<file path="src/rtl/fir_pkg.sv">
// Shared types and constants for the sequential-MAC FIR filter.
package fir_pkg;

  typedef enum logic [1:0] {
    IDLE  = 2'd0,
    MAC   = 2'd1,
    ROUND = 2'd2,
    HOLD  = 2'd3
  } fir_state_t;

  // Accumulator width that cannot overflow when summing TAPS full-scale products.
  function automatic int unsigned acc_width(input int unsigned data_w,
                                            input int unsigned coef_w,
                                            input int unsigned taps);
    return data_w + coef_w + $clog2(taps);
  endfunction

  localparam logic [15:0] FIR_LP9_COEFS [0:8] = '{
    16'h04F6, 16'h0AE4, 16'h1089, 16'h1496, 16'h160F,
    16'h1496, 16'h1089, 16'h0AE4, 16'h04F6
  };

endpackage

</file>
<file path="src/rtl/fir_mac_seq_round_sat.sv">
// Combinational round-half-up, arithmetic right shift and saturation to DATA_W.
module fir_round_sat #(
  parameter int ACC_W     = 36,
  parameter int OUT_SHIFT = 14,
  parameter int DATA_W    = 16
) (
  input  logic signed [ACC_W-1:0]  acc,
  output logic signed [DATA_W-1:0] out_data
);

  localparam logic signed [ACC_W:0] HALF = (ACC_W+1)'(1) << (OUT_SHIFT-1);
  localparam logic signed [ACC_W:0] MAXV = {{(ACC_W-DATA_W+2){1'b0}}, {(DATA_W-1){1'b1}}};
  localparam logic signed [ACC_W:0] MINV = ~MAXV;

  logic signed [ACC_W:0] sum;
  logic signed [ACC_W:0] shifted;

  always_comb begin
    sum     = $signed({acc[ACC_W-1], acc}) + HALF;
    shifted = sum >>> OUT_SHIFT;
    if (shifted > MAXV)
      out_data = {1'b0, {(DATA_W-1){1'b1}}};
    else if (shifted < MINV)
      out_data = {1'b1, {(DATA_W-1){1'b0}}};
    else
      out_data = shifted[DATA_W-1:0];
  end

endmodule

</file>
<file path="src/rtl/fir_mac_seq.sv">
// Time-multiplexed FIR: one multiplier/accumulator walks TAPS taps per sample,
// with loadable coefficients, rounded/saturated output and valid/ready streams.
module fir_mac_seq
  import fir_pkg::*;
#(
  parameter int DATA_W    = 16,
  parameter int COEF_W    = 16,
  parameter int TAPS      = 9,
  parameter int OUT_SHIFT = 14
) (
  input  logic                     clk,
  input  logic                     rst_n,
  input  logic                     in_valid,
  output logic                     in_ready,
  input  logic [DATA_W-1:0]        in_data,
  output logic                     out_valid,
  input  logic                     out_ready,
  output logic [DATA_W-1:0]        out_data,
  input  logic                     coef_we,
  input  logic [$clog2(TAPS)-1:0]  coef_addr,
  input  logic [COEF_W-1:0]        coef_wdata,
  output logic                     coef_ready
);

  localparam int AW    = $clog2(TAPS);
  localparam int PW    = DATA_W + COEF_W;
  localparam int ACC_W = int'(acc_width(DATA_W, COEF_W, TAPS));
  localparam logic [AW-1:0] LAST   = AW'(TAPS-1);
  localparam logic [AW:0]   TAPS_V = (AW+1)'(TAPS);

  fir_state_t state, state_nx;

  logic signed [DATA_W-1:0] hist [TAPS];
  logic signed [COEF_W-1:0] coef [TAPS];
  logic signed [ACC_W-1:0]  acc;
  logic [AW-1:0]            tap;
  logic signed [PW-1:0]     prod;
  logic signed [DATA_W-1:0] rounded;
  logic                     accept;
  logic                     coef_wr;

  assign accept  = (state == IDLE) && in_valid;
  assign coef_wr = coef_we && coef_ready && ({1'b0, coef_addr} < TAPS_V);
  assign prod    = PW'(hist[tap]) * PW'(coef[tap]);

  always_comb begin
    state_nx = state;
    unique case (state)
      IDLE:    if (in_valid)    state_nx = MAC;
      MAC:     if (tap == LAST) state_nx = ROUND;
      ROUND:                    state_nx = HOLD;
      HOLD:    if (out_ready)   state_nx = IDLE;
      default:                  state_nx = IDLE;
    endcase
  end

  // Ready flags are decoded from the next state so they are registered outputs.
  always_ff @(posedge clk or negedge rst_n) begin
    if (!rst_n) begin
      state      <= IDLE;
      in_ready   <= 1'b1;
      coef_ready <= 1'b1;
    end else begin
      state      <= state_nx;
      in_ready   <= (state_nx == IDLE);
      coef_ready <= (state_nx == IDLE);
    end
  end

  always_ff @(posedge clk or negedge rst_n) begin
    if (!rst_n) begin
      for (int unsigned i = 0; i < TAPS; i++) begin
        hist[i] <= '0;
        coef[i] <= '0;
      end
      acc       <= '0;
      tap       <= '0;
      out_data  <= '0;
      out_valid <= 1'b0;
    end else begin
      if (accept) begin
        hist[0] <= in_data;
        for (int unsigned i = 1; i < TAPS; i++)
          hist[i] <= hist[i-1];
        acc <= '0;
        tap <= '0;
      end
      if (coef_wr)
        coef[coef_addr] <= coef_wdata;
      if (state == MAC) begin
        acc <= acc + ACC_W'(prod);
        tap <= tap + 1'b1;
      end
      if (state == ROUND) begin
        out_data  <= rounded;
        out_valid <= 1'b1;
      end
      if ((state == HOLD) && out_ready)
        out_valid <= 1'b0;
    end
  end

  fir_round_sat #(
    .ACC_W    (ACC_W),
    .OUT_SHIFT(OUT_SHIFT),
    .DATA_W   (DATA_W)
  ) u_round_sat (
    .acc     (acc),
    .out_data(rounded)
  );

endmodule

</file>
<file path="config.mk">
export PLATFORM = sky130hd
export DESIGN_NAME = fir_mac_seq
export DESIGN_NICKNAME = d
export VERILOG_FILES = /design/src/rtl/fir_pkg.sv /design/src/rtl/fir_mac_seq_round_sat.sv /design/src/rtl/fir_mac_seq.sv
export SDC_FILE = /design/constraint.sdc
export NUM_CORES = 1
export LEC_CHECK = 0
export ABC_CLOCK_PERIOD_IN_PS = 14900
export CAP_MARGIN = 20
export CELL_PAD_IN_SITES_DETAIL_PLACEMENT = 2
export CELL_PAD_IN_SITES_GLOBAL_PLACEMENT = 2
export CORE_AREA = 2 2 265 267
export DETAILED_ROUTE_END_ITERATION = 16
export DIE_AREA = 0 0 267 269
export GPL_TIMING_DRIVEN = 0
export HOLD_SLACK_MARGIN = 0.12
export PLACE_DENSITY_LB_ADDON = 0.1
export SLEW_MARGIN = 20
export SYNTH_ARGS = -nofsm -noshare
export SYNTH_HDL_FRONTEND = slang
export SYNTH_SLANG_ARGS = --single-unit
</file>
<file path="constraint.sdc">
create_clock -name clk -period 14.9 [get_ports clk]
set_input_delay 1.49 -clock clk [delete_from_list [all_inputs] [get_ports clk]]
set_output_delay 1.49 -clock clk [all_outputs]
set_load 0.1 [all_outputs]
</file>
==> results.toml, run 1 <==
[sta]
fmax_mhz = 105.0
setup_viol = 0
skew_ps = 37.70
holdWs_ps = 475.2
slew_headroom = 0.2140
grt_setup_unrepaired = "false"
slew_violations = 0
post-route-period-util = 0.6389
finalWorstPathRequiredPeriod_ps = 9520
hold_viol_final = 0
worst_pin_slew_ps = 1167

[logic_synthesis]
synth-edff-count = 0
syn_avg_cell_area_um2 = 10.13
syn_area_um2 = 27370
yosysWarnings = 0
seq_area_frac_synth = 0.3182
synthArstFlopShare = 1.000
syn_inst = 2702
synth_nets = 3167
yosysUniqueCellTypes = 71
ys_ff_latch = 348
synthFlopType = "dfrtp_1"

[cts]
cts_resized = 0
cts_buffers = 43
path_clk_slew_ps = 60
cts_num_sinks = 348
root_buffer = "clkbuf_16"
ctsHoldBuffers = 0
clockBufferDepth = 3
cts_setup_buffers = 0
clk-insertion-delay-late_ps = 620
cts.htree.levels = 2
cts_tree = "built"

[drt]
routed-via-count = 19500
drt-total-wl_um = 87720
drtIter0Drc = 875
ant_nets = 0
drc = 0
first_pass_iters = 4
post_drt_via_cell_ratio = 5.152
drt-wirelength-per-cell_um = 23.18

[die]
row_count = 97
die_width_um = 267
io_pins = 60
core_area_um2 = 69300
dieHeight_um = 269
design.die.area_um2 = 71820
start_util = 0.3950

[finish]
multi_input_area_um2 = 16640
drive_above_1_share = 0.1283
antenna_cells = 0
regArea_um2 = 8710
final_cell_mix = "592 x nand2_1, 404 x inv_1, 347 x dfrtp_1"
areaGrowthSynthToFinish_pct = 12.25
final_common_cell = "nand2_1"
finalNonFillerCells = 3784
fillCellCount = 7363
finalNetCount = 3274

[grt]
track_usage = 0.2545
antenna_found_initial = 2
grt_max_degree = 92
grt_first_pass_wirelength_um = 137800
grt_pass1_vias = 23020
grt-ovfl-total = 0

[placement]
dp_cells = 3704
port_buffers = 57
gp_congestion = 0.8433
dp_hpwl_um = 69300

[worst_setup_path]
r2r_setup_slack_ps = 5380
crit_type = "reg2reg"
crit_path_end_kind = "register"
worstPathMaxFanout = 10
start_kind = "register"
arrival_ps = 9990
crit_required_ps = 15370

[status]
status = "finished clean"

[worst_hold_path]
min_path_type = "reg2reg"

[run]
max-cap-violations = 0
final cells by class:
type                    instances  area share
repair buffers                 62     0.02256
inverters                     404     0.04936
well taps                     940     0.03828
flip-flops and latches        348      0.2835
multi-input cells            1824      0.5415
clock buffers                  68     0.04231
plain buffers                 126     0.01792
clock inverters                12    0.004642
synth_stat cells (all sizes together), types with 3 or more instances:
library cell | n | area, um^2
nand4 | 7 | 58.81
dfrtp | 347 | 8683
nor2 | 209 | 800.8
o21ai | 65 | 347.8
inv | 404 | 1516
xnor2 | 32 | 280.3
mux2 | 144 | 1622
or3 | 9 | 56.30
clkbuf | 80 | 301.5
nand2 | 593 | 2228
mux4 | 64 | 1441
a32o | 3 | 30.03
nor4 | 4 | 31.28
nand3 | 25 | 125.1
buf | 46 | 246.5
nor3b | 9 | 67.56
fa | 314 | 6286
a22o | 8 | 78.83
ha | 110 | 1376
a21oi | 36 | 198.9
a221oi | 4 | 35.03
a21o | 18 | 135.1
a31oi | 8 | 50.05
nand2b | 9 | 56.30
o21a | 19 | 142.6
nor2b | 9 | 56.30
and3 | 6 | 37.54
and2 | 5 | 31.28
o22a | 9 | 78.83
nor3 | 10 | 55.05
o21bai | 4 | 30.03
mux2i | 35 | 350.3
o31ai | 4 | 30.03
or2 | 9 | 56.31
a211oi | 3 | 22.52
xor2 | 19 | 166.4
cell families after synthesis:
kind of cell,share of synthesized area
and+or+nand+nor,0.1359
DFF,0.3182
muxes,0.1247
xor gates and xnor gates,0.01632
adders and majority gates,0.2799
AOI/OAI and AO/OA,0.04955
buffers and inverters,0.07542
routing by layer:
layer  up-vias  part of all wire  track usage
met2       243              0.51       0.4561
met3       127             0.027      0.02712
li1       8736                 -            -
met5         -                 0            0
met1     10390              0.43       0.3192
met4         0             0.037      0.09065
final timing paths:
check | start | endpoint | cells after the start
max reg2reg | tap[1] | acc[30] | 27
max | tap[1] | acc[30] | 27
max in group asynchronous | rst_n | coef[12] | 4
min in group asynchronous | rst_n | acc[11] | 1
min reg2reg | hist[4] | hist[4] | 2
min | hist[4] | hist[4] | 2
flip-flops by register name (all words and copies together) (netlist names):
signal,flops
out_valid,1
acc,36
coef_ready,1
hist,144
tap,4
out_data,16
state,2
coef,144
worst max-delay path, cell delays in order, from the launching register on:
cell,delay [ps]
dfrtp_1,420
buf_2,310
clkbuf_1,870
mux4_2,430
mux2i_1,150
nor2_1,60
a21oi_1,850
inv_1,310
nand2_1,170
fa_1,510
fa_1,890
fa_1,500
inv_1,90
fa_1,400
fa_1,490
inv_1,50
fa_1,480
inv_1,40
ha_1,370
a21o_1,190
a21o_1,160
a221oi_1,360
o21a_1,200
o31a_4,190
o21ai_2,100
o21a_1,190
or3_1,320
a32o_1,270
stage by stage:
stage / cell area (um^2) / utilization / setup WS, ps / TNS (ps)
after detailed placement: 29270 / 0.4224 / 5393 / 0
after floorplan: 27370 / - / 7405 / 0
after CTS: 30720 / 0.4432 / 5342 / 0
final: 30720 / 0.4434 / 5380 / 0
after global routing: 30720 / 0.4434 / 5018 / 0
after global placement: 29120 / 0.4202 / -3529 / -1193040
Power of run 1 is not shown: default switching activity piles up to over one toggle a cycle in this logic, so the estimate is an artifact.
==> run 2: changes to the inputs <==
--- a/config.mk
+++ b/config.mk
@@ -5,7 +5,7 @@
 export SDC_FILE = /design/constraint.sdc
 export NUM_CORES = 1
 export LEC_CHECK = 0
-export ABC_CLOCK_PERIOD_IN_PS = 14900
+export ABC_CLOCK_PERIOD_IN_PS = 8800
 export CAP_MARGIN = 20
 export CELL_PAD_IN_SITES_DETAIL_PLACEMENT = 2
 export CELL_PAD_IN_SITES_GLOBAL_PLACEMENT = 2
==> constraint.sdc (replaced) <==
create_clock -name clk -period 8.8 [get_ports clk]
set_input_delay 0.88 -clock clk [delete_from_list [all_inputs] [get_ports clk]]
set_output_delay 0.88 -clock clk [all_outputs]
set_load 0.1 [all_outputs]
==> results.toml, run 2 (same netlist as run 1, synthesis figures left out) <==
[grt]
grt_max_degree = 92
grt-ovfl-total = 0
grt_first_pass_wirelength_um = 138100
track_usage = 0.2552
antenna_found_initial = 0
grt_pass1_vias = 23070

[sta]
post-route-period-util = 0.9663
hold_viol_final = 0
finalWorstPathRequiredPeriod_ps = 8503
setup_viol = 0
slew_violations = 0
fmax_mhz = 117.6
skew_ps = 38.72
slew_headroom = 0.2694
worst_pin_slew_ps = 1096

[worst_setup_path]
r2r_setup_slack_ps = 300
r2r-end = "acc[33]"
worstPathMaxFanout = 10
endpoint = "acc[33]"
r2r-start = "tap[1]"
critPathLaunch = "tap[1]"
crit_required_ps = 9250
r2r_cells = 26
crit_type = "reg2reg"
arrival_ps = 8950
crit_path_end_kind = "register"
start_kind = "register"

[status]
status = "finished clean"

[cts]
clk-insertion-delay-late_ps = 620
ctsHoldBuffers = 0
clockBufferDepth = 3
root_buffer = "clkbuf_16"
path_clk_slew_ps = 60
cts_num_sinks = 348
cts.htree.levels = 2
cts_buffers = 43
cts_tree = "built"

[drt]
post_drt_via_cell_ratio = 5.158
drtIter0Drc = 915
drt-wirelength-per-cell_um = 23.31
ant_nets = 0
drt-total-wl_um = 88310
drc = 0
routed-via-count = 19540
first_pass_iters = 5

[worst_hold_path]
min_path_type = "in2async"

[die]
start_util = 0.3950
core_area_um2 = 69300
io_pins = 60
row_count = 97
die_width_um = 267
design.die.area_um2 = 71820
dieHeight_um = 269

[finish]
antenna_cells = 0
multi_input_area_um2 = 16790
final_common_cell = "nand2_1"
regArea_um2 = 8710
fillCellCount = 7334
finalNetCount = 3278
reg.largest.list = "coef (144), hist (144), acc (36)"
fin_area_um2 = 31050
areaGrowthSynthToFinish_pct = 13.45
drive_above_1_share = 0.1450
final_cell_mix = "592 x nand2_1, 404 x inv_1, 347 x dfrtp_1"

[placement]
dp_hpwl_um = 69300
gp_congestion = 0.8433
place_area_um2 = 29270
port_buffers = 57

[run]
max-cap-violations = 0
## run 2: cell count changes in the layout (fill, tap and decap cells not counted), sizes merged
cell           previous run  this run
buf                      52        57
clkbuf                  148       145
clkdlybuf4s15             0         2
## run 2: worst min-delay path by stage
stage / endpoint / from / slack (ps) / depth (start not counted)
floorplan: hist[10] / hist[10] / 450 / 2
CTS: acc[11] / rst_n / 140 / 1
global placement: hist[9] / hist[9] / 460 / 2
finish: acc[11] / rst_n / 150 / 1
global route: acc[11] / rst_n / 170 / 1
detailed placement: hist[15] / hist[15] / 460 / 2
## run 2: per-stage QoR
step | setup TNS [ps] | hold slack, ps | cells | util | worst slack [ps]
detailed placement | -6169 | 463.5 | 3704 | 0.4224 | -707.5
CTS | 0 | 141.8 | 3784 | 0.4455 | 0.4787
floorplan | 0 | 445.6 | 2702 | - | 1305
global placement | -3112210 | 457.7 | 3699 | 0.4202 | -9019
finish | 0 | 146.4 | 3788 | 0.4481 | 296.7
global route | -29.09 | 170.3 | 3788 | 0.4481 | -19.30
## run 2: routing by layer
metal / global-route usage / vias to the layer above / routed length [um]
met5: 0 / - / 0
met4: 0.09611 / 0 / 3004
met3: 0.03242 / 122 / 2366
met2: 0.4552 / 218 / 45260
met1: 0.3165 / 10450 / 37680
li1: - / 8749 / -
## run 2: timing repair
item | in CTS | in global routing
buffers inserted | 5 | 7
cloned | 0 | 0
resized for setup | 32 | 39
pin swaps | 0 | 0
endpoints found under the setup margin | 18 | 9
## run 2: cell type report
class                   instances  share of cell area
inverters                     404             0.04883
multi-input cells            1824              0.5408
repair buffers                 74             0.02683
well taps                     940             0.03787
clock inverters                12            0.004593
flip-flops and latches        348              0.2805
plain buffers                 118             0.01873
clock buffers                  68             0.04186
## run 2: critical path: stages, from the launching register on
cell and delay, ps:
dfrtp_1 420, buf_2 310, clkdlybuf4s15_2 570, mux4_2 390
mux2i_1 160, nor2_1 80, a21oi_2 520, buf_2 360
nor2_1 120, fa_1 560, fa_1 440, fa_1 480
fa_1 460, fa_1 560, inv_1 50, fa_1 530
inv_1 40, ha_1 360, a21o_1 230, a21o_1 180
a21o_1 210, o2bb2ai_1 160, a21oi_2 250, o21ai_2 130
a221oi_1 390, xor2_1 270, o21ai_0 110
Power of run 2 is left out for the same reason.
==> run 3: changes to the inputs <==
--- a/config.mk
+++ b/config.mk
@@ -10,6 +10,7 @@
 export CELL_PAD_IN_SITES_DETAIL_PLACEMENT = 2
 export CELL_PAD_IN_SITES_GLOBAL_PLACEMENT = 2
 export CORE_AREA = 2 2 265 267
+export CTS_CLUSTER_DIAMETER = 200
 export DETAILED_ROUTE_END_ITERATION = 16
 export DIE_AREA = 0 0 267 269
 export GPL_TIMING_DRIVEN = 0
==> results of run 3 <==
Final layout, timing and power as in run 2 (identical DEF).
Power of run 3 is left out for the same reason.
